`src/rtl/icache_refill_bridge_pkg.sv`:
```
// icache_refill_bridge_pkg: shared bus types, AXI encodings and refill FSM states
//   bus32_t / bus256_t  : beat- and line-wide data types
//   AXI_*               : AXI4 burst/size/response encodings used by the bridge
//   refill_state_t      : IDLE -> AR -> R -> RET refill sequence
package icache_refill_bridge_pkg;
  typedef logic [31:0]  bus32_t;
  typedef logic [255:0] bus256_t;
  localparam logic [1:0] AXI_BURST_INCR = 2'b01;
  localparam logic [2:0] AXI_SIZE_4B    = 3'b010;
  localparam logic [1:0] AXI_RESP_OKAY  = 2'b00;
  typedef enum logic [1:0] {IDLE, AR, R, RET} refill_state_t;
endpackage

```
`src/rtl/icache_refill_bridge.sv`:
```
// icache_refill_bridge: turns an icache line miss into one AXI4 INCR read burst and returns the line
//   clk, reset          : clock, synchronous active-high reset
//   i_rd_req/i_rd_addr  : icache line request (level) and any byte address within the line
//   o_ret_valid         : one-cycle pulse, o_ret_data/o_ret_err valid
//   o_ret_data/o_ret_err: assembled line (beat i at [32i+31:32i]) and sticky error flag
//   o_ar*/i_arready     : AXI read-address channel (line-aligned INCR burst of BEATS beats)
//   i_r*/o_rready       : AXI read-data channel (i_rid ignored, single outstanding burst)
module icache_refill_bridge
  import icache_refill_bridge_pkg::*;
#(
  parameter int ADDR_W = 32,
  parameter int DATA_W = 32,
  parameter int BEATS  = 8,
  parameter int ID_W   = 4,
  parameter logic [ID_W-1:0] AXI_ID = '0
) (
  input  logic                    clk,
  input  logic                    reset,
  input  logic                    i_rd_req,
  input  logic [ADDR_W-1:0]       i_rd_addr,
  output logic                    o_ret_valid,
  output logic [BEATS*DATA_W-1:0] o_ret_data,
  output logic                    o_ret_err,
  output logic [ID_W-1:0]         o_arid,
  output logic [ADDR_W-1:0]       o_araddr,
  output logic [7:0]              o_arlen,
  output logic [2:0]              o_arsize,
  output logic [1:0]              o_arburst,
  output logic                    o_arvalid,
  input  logic                    i_arready,
  input  logic [ID_W-1:0]         i_rid,
  input  logic [DATA_W-1:0]       i_rdata,
  input  logic [1:0]              i_rresp,
  input  logic                    i_rlast,
  input  logic                    i_rvalid,
  output logic                    o_rready
);
  localparam int LINE_BITS = BEATS * DATA_W;
  localparam int OFF_W     = $clog2(LINE_BITS / 8);
  localparam int CNT_W     = $clog2(BEATS);
  refill_state_t        r_state;
  logic [CNT_W-1:0]     r_beat_cnt;
  logic [ADDR_W-1:0]    r_line_addr;
  logic [LINE_BITS-1:0] r_line;
  logic                 r_err;
  logic                 r_arvalid;
  logic                 r_rready;
  logic                 r_ret_valid;
  logic                 w_hit;
  logic                 w_unused;
  // The line is only handed back if the icache is still asking for this very line.
  assign w_hit    = i_rd_req && (i_rd_addr[ADDR_W-1:OFF_W] == r_line_addr[ADDR_W-1:OFF_W]);
  assign w_unused = ^{i_rid, i_rd_addr[OFF_W-1:0]};
  assign o_ret_valid = r_ret_valid;
  assign o_ret_data  = r_line;
  assign o_ret_err   = r_err;
  assign o_arid      = AXI_ID;
  assign o_araddr    = r_line_addr;
  assign o_arlen     = 8'(BEATS - 1);
  assign o_arsize    = AXI_SIZE_4B;
  assign o_arburst   = AXI_BURST_INCR;
  assign o_arvalid   = r_arvalid;
  assign o_rready    = r_rready;
  always_ff @(posedge clk) begin
    if (reset) begin
      r_state     <= IDLE;
      r_beat_cnt  <= '0;
      r_line_addr <= '0;
      r_line      <= '0;
      r_err       <= 1'b0;
      r_arvalid   <= 1'b0;
      r_rready    <= 1'b0;
      r_ret_valid <= 1'b0;
    end else begin
      r_ret_valid <= 1'b0;
      case (r_state)
        // The icache still holds rd_req during the ret_valid cycle; ignore it then to avoid a duplicate refill.
        IDLE: if (i_rd_req && !r_ret_valid) begin
          r_line_addr <= {i_rd_addr[ADDR_W-1:OFF_W], {OFF_W{1'b0}}};
          r_beat_cnt  <= '0;
          r_err       <= 1'b0;
          r_arvalid   <= 1'b1;
          r_state     <= AR;
        end
        AR: if (i_arready) begin
          r_arvalid <= 1'b0;
          r_rready  <= 1'b1;
          r_state   <= R;
        end
        // rlast alone ends the burst; a short burst leaves stale slots and is flagged as an error.
        R: if (i_rvalid) begin
          r_line[int'(r_beat_cnt)*DATA_W +: DATA_W] <= i_rdata;
          r_beat_cnt <= r_beat_cnt + 1'b1;
          r_err      <= r_err || (i_rresp != AXI_RESP_OKAY) || (i_rlast && r_beat_cnt != CNT_W'(BEATS - 1));
          if (i_rlast) begin
            r_rready <= 1'b0;
            r_state  <= RET;
          end
        end
        RET: begin
          r_ret_valid <= w_hit;
          r_state     <= IDLE;
        end
        default: r_state <= IDLE;
      endcase
    end
  end
endmodule

```
`config.mk`:
```
export PLATFORM = sky130hd
export DESIGN_NAME = icache_refill_bridge
export DESIGN_NICKNAME = d
export VERILOG_FILES = /design/src/rtl/icache_refill_bridge_pkg.sv /design/src/rtl/icache_refill_bridge.sv
export SDC_FILE = /design/constraint.sdc
export NUM_CORES = 1
export LEC_CHECK = 0
export ABC_CLOCK_PERIOD_IN_PS = 3070
export BUFFER_PORTS_ARGS = -buffer_cell sky130_fd_sc_hd__clkbuf_2
export CAP_MARGIN = 15
export CORE_MARGIN = 3
export CORE_UTILIZATION = 52
export CTS_BUF_LIST = sky130_fd_sc_hd__clkbuf_4 sky130_fd_sc_hd__clkbuf_8
export DETAILED_ROUTE_END_ITERATION = 10
export PLACE_DENSITY = 0.82
export SLEW_MARGIN = 20
export SYNTH_ARGS = -nofsm -noshare
export SYNTH_HDL_FRONTEND = slang
export SYNTH_SLANG_ARGS = --single-unit
```
`constraint.sdc`:
```
create_clock -name clk -period 3.07 [get_ports clk]
set_input_delay 0.614 -clock clk [delete_from_list [all_inputs] [get_ports clk]]
set_output_delay 0.614 -clock clk [all_outputs]
set_load 0.01 [all_outputs]
```
### Word level (Yosys, flattened, before mapping)

Cells that the tools add are included.

* flip-flop bits (word level): 292
* input port bits: 76
* output and inout bits: 309

* add/subtract/negate cells: 2
* eq/ne operators: 9
* shift operators: 2
* mux-type cells: 19
* bitwise operators: 1
* reductions and logical operators: 18

Operators by type and width (number)
* $bwmux 256: 1
* $shift 32x33->256 const A: 1
* $shiftx 32x33->256: 1
* $neg 8->33: 1
* $eq 27x27->1: 1
* $mux 2: 4
* $ne 2x2->1 const B: 4
* $pmux 2 s4: 1
* $reduce_and 4->1: 2
* $reduce_bool 2->1: 4
* $mux 1: 7
* $mux 3: 2
* $pmux 1 s2: 3
* $pmux 3 s2: 1
* $reduce_and 3->1: 2
* $eq 2x2->1 const B: 2
* $reduce_and 2->1: 2
* $add 3x1->3 const B: 1
* $logic_and 1x1->1: 3
* $ne 3x3->1 const B: 1
* $eq 2x1->1 const B: 1
* $logic_not 2->1: 1
* $logic_or 1x1->1: 2
* $reduce_or 2->1: 1
* 2 further kinds: 2

### Logic depth before layout (Yosys ltp)

* depth after elaboration: 5
* mapped depth: 10
* gate-level depth less buffers: 7

### Worst setup path after synthesis

No wires, ideal clock.

* path type: reg2reg
* start point: register r_beat_cnt[0]
* end point: register r_line[142] (netlist: o_ret_data[142])
* setup time: 0.143 ns
* arrival: 2.172 ns
* setup slack: 0.755 ns
* stages on the path, launching flop included: 11
* path buffers: 3
* period minus slack after synthesis: 2.315 ns
* cell sequence: dfxtp_1 > buf_4 > inv_1 > ha_1 > ha_1 > o31ai_4 > or4_1 > buf_2 > buf_6 > nand2_2 > a21oi_2

* word-level cells in the longest chain between the ends: 3

Ends and longest elaborated chain
* from (decl): RTL line icache_refill_bridge.sv:42 `logic [CNT_W-1:0] r_beat_cnt;`
* from (signal assigned): RTL line icache_refill_bridge.sv:93 `r_beat_cnt <= r_beat_cnt + 1'b1;`
* $neg 8->33 (*): RTL line icache_refill_bridge.sv:92 `r_line[int'(r_beat_cnt)*DATA_W +: DATA_W] <= i_rdata;`
* $shiftx 32x33->256 / $shift 32x33->256 (equally long branches): RTL line icache_refill_bridge.sv:92
* $bwmux 256 (*): RTL line icache_refill_bridge.sv:92
* to (signal, indexed assignment): RTL line icache_refill_bridge.sv:92
* to (decl): RTL line icache_refill_bridge.sv:44 `logic [LINE_BITS-1:0] r_line;`

Every way passes the cells marked *; elsewhere a longest branch is shown, timed or not.
A chain may end at the register's enable or synchronous reset.

### Final worst setup path

* start point: register r_beat_cnt[2]
* end point: register r_line[159] (netlist: o_ret_data[159])

The elaborated chain is that of the path after synthesis.

==> summary.md <==
| Metric | Value |
|---|---|
| Vias in the first global route | `10900` |
| Syn avg cell area | `8.03 um2` |
| Ant diodes | `0` |
| Fin nets | `1810` |
| Initial DRC Count | `809` |
| Gr ovfl total | `0` |
| Status | `complete, no violations` |
| Die footprint | `24000 um2` |
| Gate Count Post-Synth | `1438` |
| Post-CTS setup buffer count | `0` |
| Clock share of power | `40.5%` |
| Detailed placement HPWL | `25.2 mm` |
| Fill count | `1721` |
| Post-synthesis register bit count | `292` |
| Hold-fix buffers at CTS | `0` |
| Peak supply drop | `433 uV` |
| Initial antenna violation count | `0` |
| Die X | `155 um` |
| CTS tree | `done` |
| Via count | `11500` |
| Number of synthesized flops with an enable pin | `0` |
| Wire per inst | `18.7 um` |
| Core area | `21400 um2` |
| Clk_lat worst skew | `0.54 ns` |
| Htree depth | `2` |
| Largest net degree at the start of global routing | `88` |
| Fin crit share | `86.7%` |
| Synth cell types | `43` |
| Lkg Pwr | `5.70 nW` |
| Leading register cell type out of synthesis | `dfxtp_1` |
| Slew @ Worst Pin | `0.911 ns` |
| Max Clk Rate | `376 MHz` |
| RSZ-0062 raised after global routing | `no` |
| Overall Global Routing Usage | `30.0%` |
| Tmin final | `2.66 ns` |
| Root Driver | `clkbuf_8` |
| CTS Sinks | `292` |
| Worst hold slack | `0.327 ns` |
| Slew Viols, Final | `0` |
| Area growth, synth to finish | `24.1%` |
| Setup violators final | `0` |
| Worst EP required | `3.46 ns` |
| Die Ht | `155 um` |
| Multi-input logic area | `5000 um2` |
| CP endpoint kind | `register` |
| Cell internal pwr | `6.35 mW` |
| Worst rel slew slack | `39.3%` |
| Global-route wire length before repair | `58.2 mm` |
| Initial core utilization | `53.9%` |
| PwrDens | `608 nW/um2` |
| Post-route setup TNS | `0 ns` |
| Critical-path maximum fanout | `32` |
| Routed WL | `38.1 mm` |
| Seq. cell area | `5850 um2` |
| Sequential element share of the synthesized area | `50.6%` |
| Async S/R FF share, synth | `0%` |
| Switching power | `2.35 mW` |
| R2R Setup Slk | `0.41 ns` |
| Max Cap Viol | `0` |
| Antenna-violating nets left | `0` |
| GP Congestion | `0.834` |
| Hold Path Sink | `o_araddr[10]$_SDFFE_PP0P_` |
| Synth Cell Area | `11500 um2` |
| Max Root-Sink Buffers | `3` |
| Cts bufs inserted | `47` |
| Combinational share of power | `13.0%` |
| I/O Buffers | `353` |
| R2r startpoint | `r_beat_cnt[2]$_SDFFE_PP0P_` |
| Vias per cell | `5.64` |
| HP Class | `primary input to register` |
| Crit start category | `register` |
| Layout cell share with drive strength beyond 1 | `30.1%` |
| Sequential Power Share | `46.5%` |
| Clk pin slew, worst setup/hold paths | `0.06 ns` |
| DR DRC count | `0` |
| Final hold violations | `0` |
| Top Ports | `385` |
| # resized after CTS | `0` |
| Commonest non-fill, non-tap cell in the layout | `clkbuf_2` |
| Hold Path Depth | `3` |
| Most frequent cells in the layout | `clkbuf_2, nand2_1, dfxtp_1` |
| Reg2Reg Depth | `6` |
| Sw Ratio | `27.0%` |
| Yosys warns | `0` |
| R2r endpoint | `o_ret_data[159]$_SDFFE_PP0P_` |
| WS Path Type | `register to register` |
| Total Power | `8.71 mW` |
| Row count | `53` |
| Drt first pass iters | `5` |
| Skew final | `0.0159 ns` |
| Hold path startpoint | `i_rd_addr[10]` |
| Crit path DAT | `3.05 ns` |
## critical path: stages, from the launching register on
cell and delay [ns]:
dfxtp_1 0.49, inv_1 0.11, ha_1 0.35, o31ai_4 0.15
or4_2 1.09, nand2_2 0.22, a21oi_2 0.06
## cells in the mapped netlist, types with 7 or more instances
cell type / count / area [um2]
a21oi_2: 20 / 175
nand2_1: 329 / 1230
ha_1: 11 / 138
buf_2: 43 / 215
buf_4: 27 / 203
clkbuf_1: 93 / 349
nor2_1: 11 / 41.3
xor2_1: 17 / 149
inv_1: 7 / 26.3
a21oi_1: 269 / 1350
xnor2_1: 10 / 87.6
nand2_2: 20 / 125
nand3_1: 228 / 1140
dfxtp_1: 292 / 5850
## registers in the layout, indices dropped and copies added, names as in the netlist
register / flops
o_ret_err: 1
r_beat_cnt: 3
o_ret_data: 256
o_rready: 1
o_ret_valid: 1
o_arvalid: 1
o_araddr: 27
r_state: 2
## kinds of logic after synthesis
family / after synthesis / share of synthesized area, %
simple gates: 625 / 24.6
other cells: 2 / 0.0650
xor+xnor: 27 / 2.05
fa+ha+maj: 11 / 1.19
flops: 292 / 50.6
mux: 2 / 0.184
buf+inv: 178 / 7.32
compound gates: 301 / 14.0
## final cells by class
cell class | instances | area share [%]
clock inverter | 7 | 0.262
timing repair buffer | 387 | 14.6
tap | 275 | 2.40
sequential | 292 | 40.8
inverter | 7 | 0.183
multi-input combinational | 988 | 34.9
clock buffer | 78 | 6.88
## layer usage
metal	vias up	global-route usage [%]	share of wire, %
met1	5383	36.3	38
li1	5349	-	-
met3	123	6.65	9.8
met4	0	14.8	4.8
met5	-	0	0
met2	608	50.4	47
## power groups by stage
stage	Clock, mW	Combinational [mW]	Sequential [mW]
global placement	0	1.09	4.12
global route	3.74	1.25	4.07
finish	3.52	1.13	4.05
floorplan	0	0.684	4.18
CTS	3.57	1.13	4.05
detailed placement	0	1.12	4.13
## worst max-delay path by stage
| stage | start | to | slack, ns | cells after the start |
|---|---|---|---|---|
| after floorplan | r_beat_cnt[0]$_SDFFE_PP0P_ | o_ret_data[142]$_SDFFE_PP0P_ | 0.75 | 10 |
| after global placement | r_beat_cnt[2]$_SDFFE_PP0P_ | o_ret_data[150]$_SDFFE_PP0P_ | 0.48 | 6 |
| after detailed placement | r_beat_cnt[2]$_SDFFE_PP0P_ | o_ret_data[159]$_SDFFE_PP0P_ | 0.43 | 6 |
| after CTS | r_beat_cnt[2]$_SDFFE_PP0P_ | o_ret_data[159]$_SDFFE_PP0P_ | 0.41 | 6 |
| after global routing | r_beat_cnt[2]$_SDFFE_PP0P_ | o_ret_data[153]$_SDFFE_PP0P_ | 0.30 | 6 |
| final | r_beat_cnt[2]$_SDFFE_PP0P_ | o_ret_data[159]$_SDFFE_PP0P_ | 0.41 | 6 |
## per-stage QoR
stage	instances	util [%]	area (um2)	worst slack, ns
2_1_floorplan	1458	-	11600	0.755
3_3_place_gp	1949	62.1	13300	0.478
3_5_place_dp	1949	62.1	13300	0.426
4_1_cts	2034	66.9	14300	0.414
5_1_grt	2034	66.9	14300	0.302
6_report	2034	66.9	14300	0.408
Note: power is estimated with default switching activity, not from simulation.
